File: src/rtl/tug_round_controller.sv
// Tug of War round controller.
// Runs each round: a dark wait, the go light, then a short score display.
// Presses before the light are false starts and give the point to the other
// player. Presses in the same cycle cancel each other and restart the round.
// Keeps the rope position and holds the winner until reset.
module tug_round_controller #(
  parameter int unsigned DARK_CYCLES = 16,
  parameter int unsigned SHOW_CYCLES = 4,
  parameter int unsigned POS_MAX     = 3
) (
  input  logic       clk,
  input  logic       rst,
  input  logic       pbl,
  input  logic       pbr,
  output logic       lit,
  output logic [3:0] pos,
  output logic       score_l,
  output logic       score_r,
  output logic [1:0] winner,
  output logic [1:0] state
);

  typedef enum logic [1:0] {
    ST_DARK  = 2'b00,
    ST_LIT   = 2'b01,
    ST_SCORE = 2'b10,
    ST_WIN   = 2'b11
  } state_t;

  localparam logic [15:0] DARK_LAST  = 16'(DARK_CYCLES - 1);
  localparam logic [15:0] SHOW_LAST  = 16'(SHOW_CYCLES - 1);
  localparam logic [3:0]  POS_CENTRE = 4'(POS_MAX);
  localparam logic [3:0]  POS_RIGHT  = 4'(2 * POS_MAX);

  state_t      state_q;
  logic [15:0] cnt;
  logic        prevl;
  logic        prevr;
  logic        edge_l;
  logic        edge_r;

  // Rising-edge detect on the already-synchronized push buttons.
  assign edge_l = pbl & ~prevl;
  assign edge_r = pbr & ~prevr;

  assign state = state_q;

  // Round sequencer: state, counter, rope position and all registered outputs.
  always_ff @(posedge clk) begin
    if (!rst) begin
      // NOTE: every register in a clocked block is written with <= so all of
      // them see the pre-edge values; blocking = here would create ordering races.
      state_q <= ST_DARK;
      cnt     <= '0;
      pos     <= POS_CENTRE;
      lit     <= 1'b0;
      score_l <= 1'b0;
      score_r <= 1'b0;
      winner  <= 2'b00;
      // Held buttons must be released before they can score again.
      prevl   <= 1'b1;
      prevr   <= 1'b1;
    end else begin
      prevl   <= pbl;
      prevr   <= pbr;
      score_l <= 1'b0;
      score_r <= 1'b0;

      case (state_q)
        ST_DARK: begin
          if (edge_l && edge_r) begin
            // Simultaneous early presses cancel out; restart the dark wait.
            cnt <= '0;
          end else if (edge_l) begin
            // Left jumped the gun: point to the right player.
            pos     <= pos + 4'd1;
            score_r <= 1'b1;
            state_q <= ST_SCORE;
            cnt     <= '0;
          end else if (edge_r) begin
            pos     <= pos - 4'd1;
            score_l <= 1'b1;
            state_q <= ST_SCORE;
            cnt     <= '0;
          end else if (cnt == DARK_LAST) begin
            state_q <= ST_LIT;
            lit     <= 1'b1;
            cnt     <= '0;
          end else begin
            cnt <= cnt + 16'd1;
          end
        end

        ST_LIT: begin
          if (edge_l && edge_r) begin
            // Tie: no point, back to a fresh dark wait.
            state_q <= ST_DARK;
            lit     <= 1'b0;
            cnt     <= '0;
          end else if (edge_l) begin
            pos     <= pos - 4'd1;
            score_l <= 1'b1;
            state_q <= ST_SCORE;
            lit     <= 1'b0;
            cnt     <= '0;
          end else if (edge_r) begin
            pos     <= pos + 4'd1;
            score_r <= 1'b1;
            state_q <= ST_SCORE;
            lit     <= 1'b0;
            cnt     <= '0;
          end
        end

        ST_SCORE: begin
          if (cnt == SHOW_LAST) begin
            cnt <= '0;
            if (pos == 4'd0) begin
              state_q <= ST_WIN;
              winner  <= 2'b01;
            end else if (pos == POS_RIGHT) begin
              state_q <= ST_WIN;
              winner  <= 2'b10;
            end else begin
              state_q <= ST_DARK;
            end
          end else begin
            cnt <= cnt + 16'd1;
          end
        end

        ST_WIN: begin
          // Terminal: position and winner hold until reset.
          cnt <= '0;
        end

        default: begin
          state_q <= ST_DARK;
          cnt     <= '0;
        end
      endcase
    end
  end

endmodule

File: config.mk
export PLATFORM = sky130hd
export DESIGN_NAME = tug_round_controller
export DESIGN_NICKNAME = d
export VERILOG_FILES = /design/src/rtl/tug_round_controller.sv
export SDC_FILE = /design/constraint.sdc
export NUM_CORES = 1
export LEC_CHECK = 0
export ABC_CLOCK_PERIOD_IN_PS = 1800
export CORE_AREA = 2 2 60 62
export CTS_CLUSTER_DIAMETER = 100
export DETAILED_ROUTE_END_ITERATION = 10
export DIE_AREA = 0 0 62 64
export PLACE_DENSITY = 0.84
export SLEW_MARGIN = 10
export SYNTH_ARGS = -nofsm -noshare
export SYNTH_HDL_FRONTEND = slang
export SYNTH_SLANG_ARGS = --single-unit
File: constraint.sdc
create_clock -name clk -period 1.8 [get_ports clk]
set_input_delay 0.36 -clock clk [delete_from_list [all_inputs] [get_ports clk]]
set_output_delay 0.36 -clock clk [all_outputs]
set_load 0.02 [all_outputs]
==> flow_summary.toml, run 1 <==
[clock_network]
cts_buffers = 5
cts-htree-levels = 2
cts.sinks = 29
postCtsHoldBufs = 0
worstSkewPairLatency_ps = 340
clk_pin_slew_ps = 100
root_buffer = "clkbuf_4"
cts_buffer_depth = 2
cts_tree = "built"

[finish]
finalNetCount = 230
fin_cells = 262
syn_to_final_growth_pct = 21.4
layout_commonest_cell = "dfxtp_1"
num_antenna_cells = 0
drive_gt1_share_pct = 26.4
mostFrequentLayoutCells = "dfxtp_1 (28), buf_4 (19), nor2_1 (14), nand2_1 (13), nor2_2 (12)"

[place]
pre_cts_slack_ps = -182
placed_cells = 254
gp_congestion = 0.915
hpwl_mm = 2.55
numPortBuffers = 14

[timing]
hold_viol = 0
whs_ps = 500
worst_slack_ps = 77.7
tns_ps = 0
worst_pin_slew_ps = 391
finalSetupViolCount = 0
drv_slew = 0
rsz0062_at_grt = "false"
fin_skew_ps = 8.02
finalCritPeriodShare_pct = 95.7
timing.slew.headroom_pct = 73.9
timing.fmax_mhz = 581
timing.final.crit_period_ps = 1720

[route]
drc = 0
avgViaCountPerCell = 5.34
wl_per_cell_um = 13.3
wirelength_mm = 3.49
first_pass_iters = 4
vias = 1400
dr.first_iter.drc_count = 27
antenna_left = 0

[synthesis]
yosys_most_used_dff = "dfxtp_1"
ys_seq_area_share_pct = 33.6
yosys.area_share.simple_pct = 29.7
ys_ff_latch = 29
synth_top_family_by_area = "simple AND/OR/NAND/NOR gates"
async_flop_share_pct = 0
synth-compound-area-share_pct = 11.1
yosysWarningCount = 0
synthCells = 179
synthAdderAreaFrac_pct = 7.24
synth_nets = 193
syn_area_mm2 = 0.00173
synthXorXnorAreaFrac_pct = 9.70
synth_edf_count = 0
yosys.cell_types.count = 45
synth_mux_area_share_pct = 3.55
syn_area_per_cell_um2 = 9.65

[pwr]
power_density_mw_per_mm2 = 1040
intPower_mw = 1.34
power.leakage_nw = 0.870
power_frac_clock_pct = 19.3
p_seq_share_pct = 35.2
ir_drop_v = 0.000754
switching_share_pct = 38.4
switching_power_uw = 836
combPwrFrac_pct = 45.4

[floorplan]
initial_core_util_pct = 52.6
ios = 15
core-area_mm2 = 0.00328
die-height_um = 64
die_x_um = 62
rows = 21
die_area_mm2 = 0.00397

[job]
maxCapViolCount = 0

[grt]
grt_usage_pct = 21.1
grt_pass1_vias = 1384
grt_max_degree = 16
gr-total-overflow = 0
grt_pass1_wl_mm = 6.19
antenna_found_initial = 0

[outcome]
status = "finished clean"

[setup_path]
path_buf_inv = 1
slowest_delay_ps = 630
critPathMaxFanout = 5
path_cells = "clkdlybuf4s50_1"
slowest_stage = "clkdlybuf4s50_1"
crit_required_ps = 1440
cp-start-kind = "flop"
cp-end-kind = "output port"
crit_family = "buffers and inverters"
crit_arrival_ps = 1360
critical_path_class = "flop to output port"

[worst_hold_path]
hold_class = "flop to flop"
## routing by layer
metal,vias to the layer above,track usage (%),share of wire (%)
li1,698,-,-
met1,662,26.4,47
met2,30,32.0,46
met3,10,6.48,3.5
met4,0,10.1,2.8
met5,-,0,0
## cells by family (layout without fill, tap and decap cells)
logic type               after synthesis  count (layout)
AO/OA/AOI/OAI                         24              24
XOR/XNOR                              17              17
adder cells (fa/ha/maj)               10              10
buffers and inverters                 12              49
flip-flops                            29              29
multiplexers                           6               6
AND/OR/NAND/NOR                       81              81
## flip-flops by register name (all words and copies together), names as in the netlist
name,cells
prevr,1
pos,4
winner,2
lit,1
prevl,1
cnt,16
score_l,1
state,2
score_r,1
## final timing paths
kind	startpoint	endpoint	slack [ps]	depth (start not counted)
worst max register to register	state[1]	pos[2]	140	7
worst min-delay path	lit	lit	500	2
worst min register to register	lit	lit	500	2
worst max-delay path	pos[0]	pos[0]	80	1
## synth_stat cells (2+ instances only)
| library cell | n | area share [%] |
|---|---|---|
| nor2_1 | 14 | 3.0 |
| nand2b_1 | 4 | 1.4 |
| dfxtp_1 | 29 | 34 |
| ha_1 | 10 | 7.2 |
| nor2_2 | 12 | 4.3 |
| mux2i_1 | 5 | 2.9 |
| a22oi_1 | 2 | 0.87 |
| inv_1 | 8 | 1.7 |
| and3_1 | 3 | 1.1 |
| o21ai_0 | 7 | 2.0 |
| clkbuf_8 | 2 | 1.6 |
| nor4_4 | 3 | 3.7 |
| nand2_1 | 13 | 2.8 |
| nand4_1 | 5 | 1.8 |
| nor3_1 | 4 | 1.2 |
| and4_1 | 2 | 1.0 |
| a21oi_1 | 5 | 1.4 |
| nand4_2 | 2 | 1.4 |
| or3_1 | 2 | 0.72 |
| nor3b_1 | 2 | 0.87 |
| xor2_1 | 8 | 4.1 |
| xnor2_1 | 8 | 4.1 |
| nand3_1 | 7 | 2.0 |
## stage by stage
stage                     power, mW  util, %  cell area [um^2]
after floorplan                1.48        -              1730
after global placement         1.71     61.6              2020
after detailed placement       1.74     61.6              2020
after CTS                      2.17     63.2              2080
after global routing           2.30     63.8              2100
final                          2.18     63.8              2100
## power by group through the flow
stage	sequential [mW]	clock [mW]	combinational (mW)
floorplan	0.815	0	0.666
global placement	0.775	0	0.934
detailed placement	0.778	0	0.962
CTS	0.763	0.428	0.975
global route	0.779	0.459	1.07
finish	0.767	0.421	0.989
## layout make-up
type	count	area, um^2
Clock buffer	7	55.1
Tap cell	46	57.6
Multi-Input combinational cell	138	1060
Fill cell	268	1190
Timing Repair Buffer	34	309
Inverter	8	30.0
Sequential cell	29	582
## what timing repair did
item | 4_1_cts | 5_1_grt
setup endpoints to repair | 1 | 11
buffers inserted | 0 | 1
gates cloned | 0 | 0
resized for setup | 1 | 5
pin swaps | 0 | 2
No activity file was read; power rests on OpenSTA's default activity.
==> run 2: changes to the inputs <==
--- a/config.mk
+++ b/config.mk
@@ -11,6 +11,7 @@
 export DETAILED_ROUTE_END_ITERATION = 10
 export DIE_AREA = 0 0 62 64
 export PLACE_DENSITY = 0.84
+export RECOVER_POWER = 50
 export SLEW_MARGIN = 10
 export SYNTH_ARGS = -nofsm -noshare
 export SYNTH_HDL_FRONTEND = slang
==> constraint.sdc (replaced) <==
create_clock -name clk -period 1.8 [get_ports clk]
set_input_delay 0.27 -clock clk [delete_from_list [all_inputs] [get_ports clk]]
set_output_delay 0.27 -clock clk [all_outputs]
set_load 0.02 [all_outputs]
==> run 2 against run 1 <==
Routed wire length shrank 7.3%; critical path depth unchanged; largest cell class unchanged; die area is the same; clock-buffer cell count up 1.
==> flow_summary.toml, run 2 (synthesis gave the netlist of run 1 again) <==
[outcome]
status = "finished clean"

[setup_path]
cp-end-kind = "output port"
worstReg2RegStart = "state[0]"
rrSetupSlack_ps = 150
crit_family = "buffers and inverters"
reg2reg_depth = 6
critical_path_class = "flop to output port"
cp-start-kind = "flop"
slowest_stage = "clkdlybuf4s50_1"
critPathMaxFanout = 7
path_cells = "clkdlybuf4s50_1"
crit_required_ps = 1530
slowest_delay_ps = 650
path_buf_inv = 1
r2r_end = "pos[0]"
crit_arrival_ps = 1440
path_depth = 1

[floorplan]
die_x_um = 62
rows = 21
die-height_um = 64
initial_core_util_pct = 52.6
die_area_mm2 = 0.00397
core-area_mm2 = 0.00328
ios = 15

[grt]
gr-total-overflow = 0
grt_usage_pct = 18.8
grt_pass1_vias = 1234
antenna_found_initial = 0
grt_max_degree = 16
grt_pass1_wl_mm = 5.59

[pwr]
power_frac_clock_pct = 18.4
intPower_mw = 1.28
combPwrFrac_pct = 44.8
switching_power_uw = 790
power_density_mw_per_mm2 = 1020
p_seq_share_pct = 36.8
total_power_mw = 2.07
power.leakage_nw = 0.819
switching_share_pct = 38.1
ir_drop_v = 0.000882

[finish]
finalNetCount = 226
regMostFlops = "cnt"
design_area_mm2 = 0.00204
mostFrequentLayoutCells = "dfxtp_1 (29), nor2_1 (15), buf_4 (14), nand2_1 (13), nor2_2 (11)"
num_antenna_cells = 0
largest_reg_flops = 16
layout_commonest_cell = "dfxtp_1"
syn_to_final_growth_pct = 18.1
drive_gt1_share_pct = 22.5
reg_top3 = "cnt (16), pos (4)"

[clock_network]
cts_tree = "built"
cts.sinks = 29
root_buffer = "clkbuf_4"
post_cts_buffers = 0
cts-htree-levels = 2
worstSkewPairLatency_ps = 340
clk_pin_slew_ps = 90
cts_buffers = 5
cts_buffer_depth = 2

[timing]
timing.final.crit_period_ps = 1710
fin_skew_ps = 8.39
timing.fmax_mhz = 583
hold_viol = 0
drv_slew = 0
finalSetupViolCount = 0
finalCritPeriodShare_pct = 95.2
whs_ps = 496
timing.slew.headroom_pct = 73.1
rsz0062_at_grt = "false"
worst_pin_slew_ps = 402
worst_slack_ps = 85.8
tns_ps = 0

[worst_hold_path]
hold_class = "flop to flop"
hp-start = "lit"
holdPathStages = 2
min_to = "lit"

[route]
wl_per_cell_um = 12.5
antenna_left = 0
drc = 0
dr.first_iter.drc_count = 56
avgViaCountPerCell = 5.27
wirelength_mm = 3.24
first_pass_iters = 4
vias = 1366

[place]
hpwl_mm = 2.52
gp_congestion = 0.898
pre_cts_slack_ps = -64.5
placed_area_mm2 = 0.00200
numPortBuffers = 14

[job]
maxCapViolCount = 0
==> run 2: changes by cell type in the layout (fill, tap and decap cells not counted) <==
cell / change
dlygate4sd2_1: -1
o22ai_1: +1
nor2_1: +1
clkdlybuf4s50_1: -4
dfxtp_1: +1
clkbuf_1: +3
o22ai_2: -1
clkbuf_8: -1
dlymetal6s2s_1: -3
dlygate4sd3_1: +8
dfxtp_2: -1
buf_4: -5
nor2_2: -1
==> run 2: worst min-delay path: stages (launching register included) <==
cell,delay [ps]
dfxtp_1,330
o21ai_0,70
a21oi_1,60
==> run 2: worst max-delay path by stage <==
stage	startpoint	to
3_5_place_dp	pbl	pos[2]
3_3_place_gp	pbl	pos[2]
2_1_floorplan	state[1]	pos[3]
4_1_cts	pos[1]	pos[1]
5_1_grt	state[1]	pos[2]
6_report	pos[1]	pos[1]
==> run 2: repair_timing <==
item	in CTS	in global routing
setup endpoints to repair	0	2
resized for setup	0	1
hold buffers	0	0
==> run 2: routing by layer <==
layer  routed length, um  up-vias  track usage [%]
met3                  88        4             6.07
li1                    -      692                -
met4                  46        0             5.59
met5                   0        -                0
met1                1550      651             25.4
met2                1550       19             28.3
==> run 2: final cells by class <==
class	count	area, um^2
Tap cell	46	57.6
Timing Repair Buffer	30	269
Clock buffer	8	48.8
Sequential cell	29	581
Multi-Input combinational cell	138	1050
Fill cell	275	1240
Inverter	8	30.0
==> run 2: power by group through the flow <==
stage	logic, mW	clock network, mW	registers (mW)
2_1_floorplan	0.666	0	0.815
6_report	0.930	0.382	0.762
3_5_place_dp	0.943	0	0.777
4_1_cts	0.945	0.393	0.762
5_1_grt	1.02	0.418	0.775
3_3_place_gp	0.917	0	0.775
==> run 2: stage by stage <==
stage          std cells  utilization [%]
6_report             259             62.1
4_1_cts              259             62.4
3_5_place_dp         251             60.9
5_1_grt              259             62.1
3_3_place_gp         251             60.9
2_1_floorplan        179                -
==> run 3: changes to the inputs <==
--- a/config.mk
+++ b/config.mk
@@ -5,12 +5,12 @@
 export SDC_FILE = /design/constraint.sdc
 export NUM_CORES = 1
 export LEC_CHECK = 0
-export ABC_CLOCK_PERIOD_IN_PS = 1800
-export CORE_AREA = 2 2 60 62
+export ABC_CLOCK_PERIOD_IN_PS = 2200
+export CORE_AREA = 2 2 76 49
 export CTS_CLUSTER_DIAMETER = 100
 export DETAILED_ROUTE_END_ITERATION = 10
-export DIE_AREA = 0 0 62 64
-export PLACE_DENSITY = 0.84
+export DIE_AREA = 0 0 78 51
+export PLACE_DENSITY = 0.85
 export RECOVER_POWER = 50
 export SLEW_MARGIN = 10
 export SYNTH_ARGS = -nofsm -noshare
==> constraint.sdc (replaced) <==
create_clock -name clk -period 2.2 [get_ports clk]
set_input_delay 0.33 -clock clk [delete_from_list [all_inputs] [get_ports clk]]
set_output_delay 0.33 -clock clk [all_outputs]
set_load 0.02 [all_outputs]
==> run 3 against run 2 <==
Hold slack got worse by 3.8 ps; clock power up 51%; cell area is 2.4% lower; global-route usage is 1.3 points higher; largest power group unchanged; sequential cell count unchanged; highest routed layer unchanged; core utilization down 3.6 points; sequential share of layout area rose by 0.70 points; total power decreased by 8.2%.
==> flow_summary.toml, run 3 (synthesis gave the netlist of run 1 again) <==
[grt]
gr-total-overflow = 0
grt_pass1_vias = 1259
antenna_found_initial = 0
grt_max_degree = 16
grt_pass1_wl_mm = 6.02
grt_usage_pct = 20.1

[worst_hold_path]
hold_class = "flop to flop"

[finish]
regMostFlops = "cnt"
finalNetCount = 214
layout_commonest_cell = "dfxtp_1"
syn_to_final_growth_pct = 15.3
largest_reg_flops = 16
fill_cells = 299
reg_top3 = "cnt (16), pos (4)"
drive_gt1_share_pct = 17.9
num_antenna_cells = 0
fin_cells = 248
mostFrequentLayoutCells = "dfxtp_1 (29), nor2_1 (14), nand2_1 (13), nor2_2 (12), dlygate4sd3_1 (12)"

[timing]
timing.fmax_mhz = 533
fin_skew_ps = 6.42
drv_slew = 0
finalSetupViolCount = 0
worst_pin_slew_ps = 538
timing.final.crit_period_ps = 1870
finalCritPeriodShare_pct = 85.2
tns_ps = 0
worst_slack_ps = 326
timing.slew.headroom_pct = 64.2
whs_ps = 492
rsz0062_at_grt = "false"
hold_viol = 0

[setup_path]
critPathMaxFanout = 4
cp-start-kind = "flop"
crit_arrival_ps = 2050
crit_required_ps = 2380
cp-end-kind = "flop"
critical_path_class = "flop to flop"

[clock_network]
cts_buffer_depth = 2
postCtsResizedCells = 0
cts_buffers = 5
postCtsHoldBufs = 0
cts-htree-levels = 2
post_cts_buffers = 0
worstSkewPairLatency_ps = 290
cts_tree = "built"
cts.sinks = 29
clk_pin_slew_ps = 70
root_buffer = "clkbuf_8"

[floorplan]
die_area_mm2 = 0.00398
die_x_um = 78
initial_core_util_pct = 50.8
ios = 15
core-area_mm2 = 0.00340
die-height_um = 51
rows = 17

[outcome]
status = "finished clean"

[pwr]
combPwrFrac_pct = 36.6
switching_share_pct = 35.0
power_frac_clock_pct = 30.4
power_density_mw_per_mm2 = 956
p_seq_share_pct = 33.0
ir_drop_v = 0.000596
power.leakage_nw = 0.786
switching_power_uw = 667
intPower_mw = 1.24
total_power_mw = 1.90

[place]
hpwl_mm = 2.49
numPortBuffers = 14
placed_cells = 240
gp_congestion = 0.797
pre_cts_slack_ps = 213

[job]
maxCapViolCount = 0

[route]
first_pass_iters = 4
dr.first_iter.drc_count = 93
vias = 1330
antenna_left = 0
wirelength_mm = 3.43
wl_per_cell_um = 13.8
drc = 0
avgViaCountPerCell = 5.36
==> run 3: metrics by stage <==
stage,util (%),cell area (um^2)
CTS,59.2,2010
detailed placement,55.8,1900
global route,58.5,1990
global placement,55.8,1900
finish,58.5,1990
floorplan,-,1730
==> run 3: final cells by class <==
| cell class | count | area (um^2) | area share, % |
|---|---|---|---|
| clock inverter | 1 | 30.0 | 1.51 |
| multi-input combinational | 138 | 1040 | 52.2 |
| inverter | 8 | 30.0 | 1.51 |
| clock buffer | 7 | 86.3 | 4.33 |
| tap | 47 | 58.8 | 2.95 |
| timing repair buffer | 18 | 166 | 8.35 |
| sequential | 29 | 581 | 29.1 |
==> run 3: worst max-delay path, cell delays in order (launching register included) <==
cell      delay (ps)
dfxtp_1          370
ha_1             280
nor3b_1          210
nand4_1          270
nand3b_2         200
a21oi_1           90
o311a_1          330
==> run 3: path summary, 6_finish.rpt <==
path	depth (start not counted)	from	slack (ps)	endpoint
worst max register to register	6	cnt[0]	330	cnt[0]
worst min-delay path	1	winner[1]	490	winner[1]
worst min register to register	1	winner[1]	490	winner[1]
worst max-delay path	6	cnt[0]	330	cnt[0]
==> run 3: power by group through the flow <==
stage	clock [mW]	sequential, mW	combinational [mW]
after floorplan	0	0.667	0.545
after detailed placement	0	0.641	0.702
final	0.578	0.629	0.697
after CTS	0.584	0.630	0.718
after global routing	0.604	0.638	0.770
after global placement	0	0.639	0.689
==> run 3: metal layers <==
layer	global-route usage (%)	wire, um	vias to the layer above
li1	-	-	667
met5	0	0	-
met4	7.89	61	0
met3	6.54	194	7
met2	28.6	1410	26
met1	28.1	1760	630
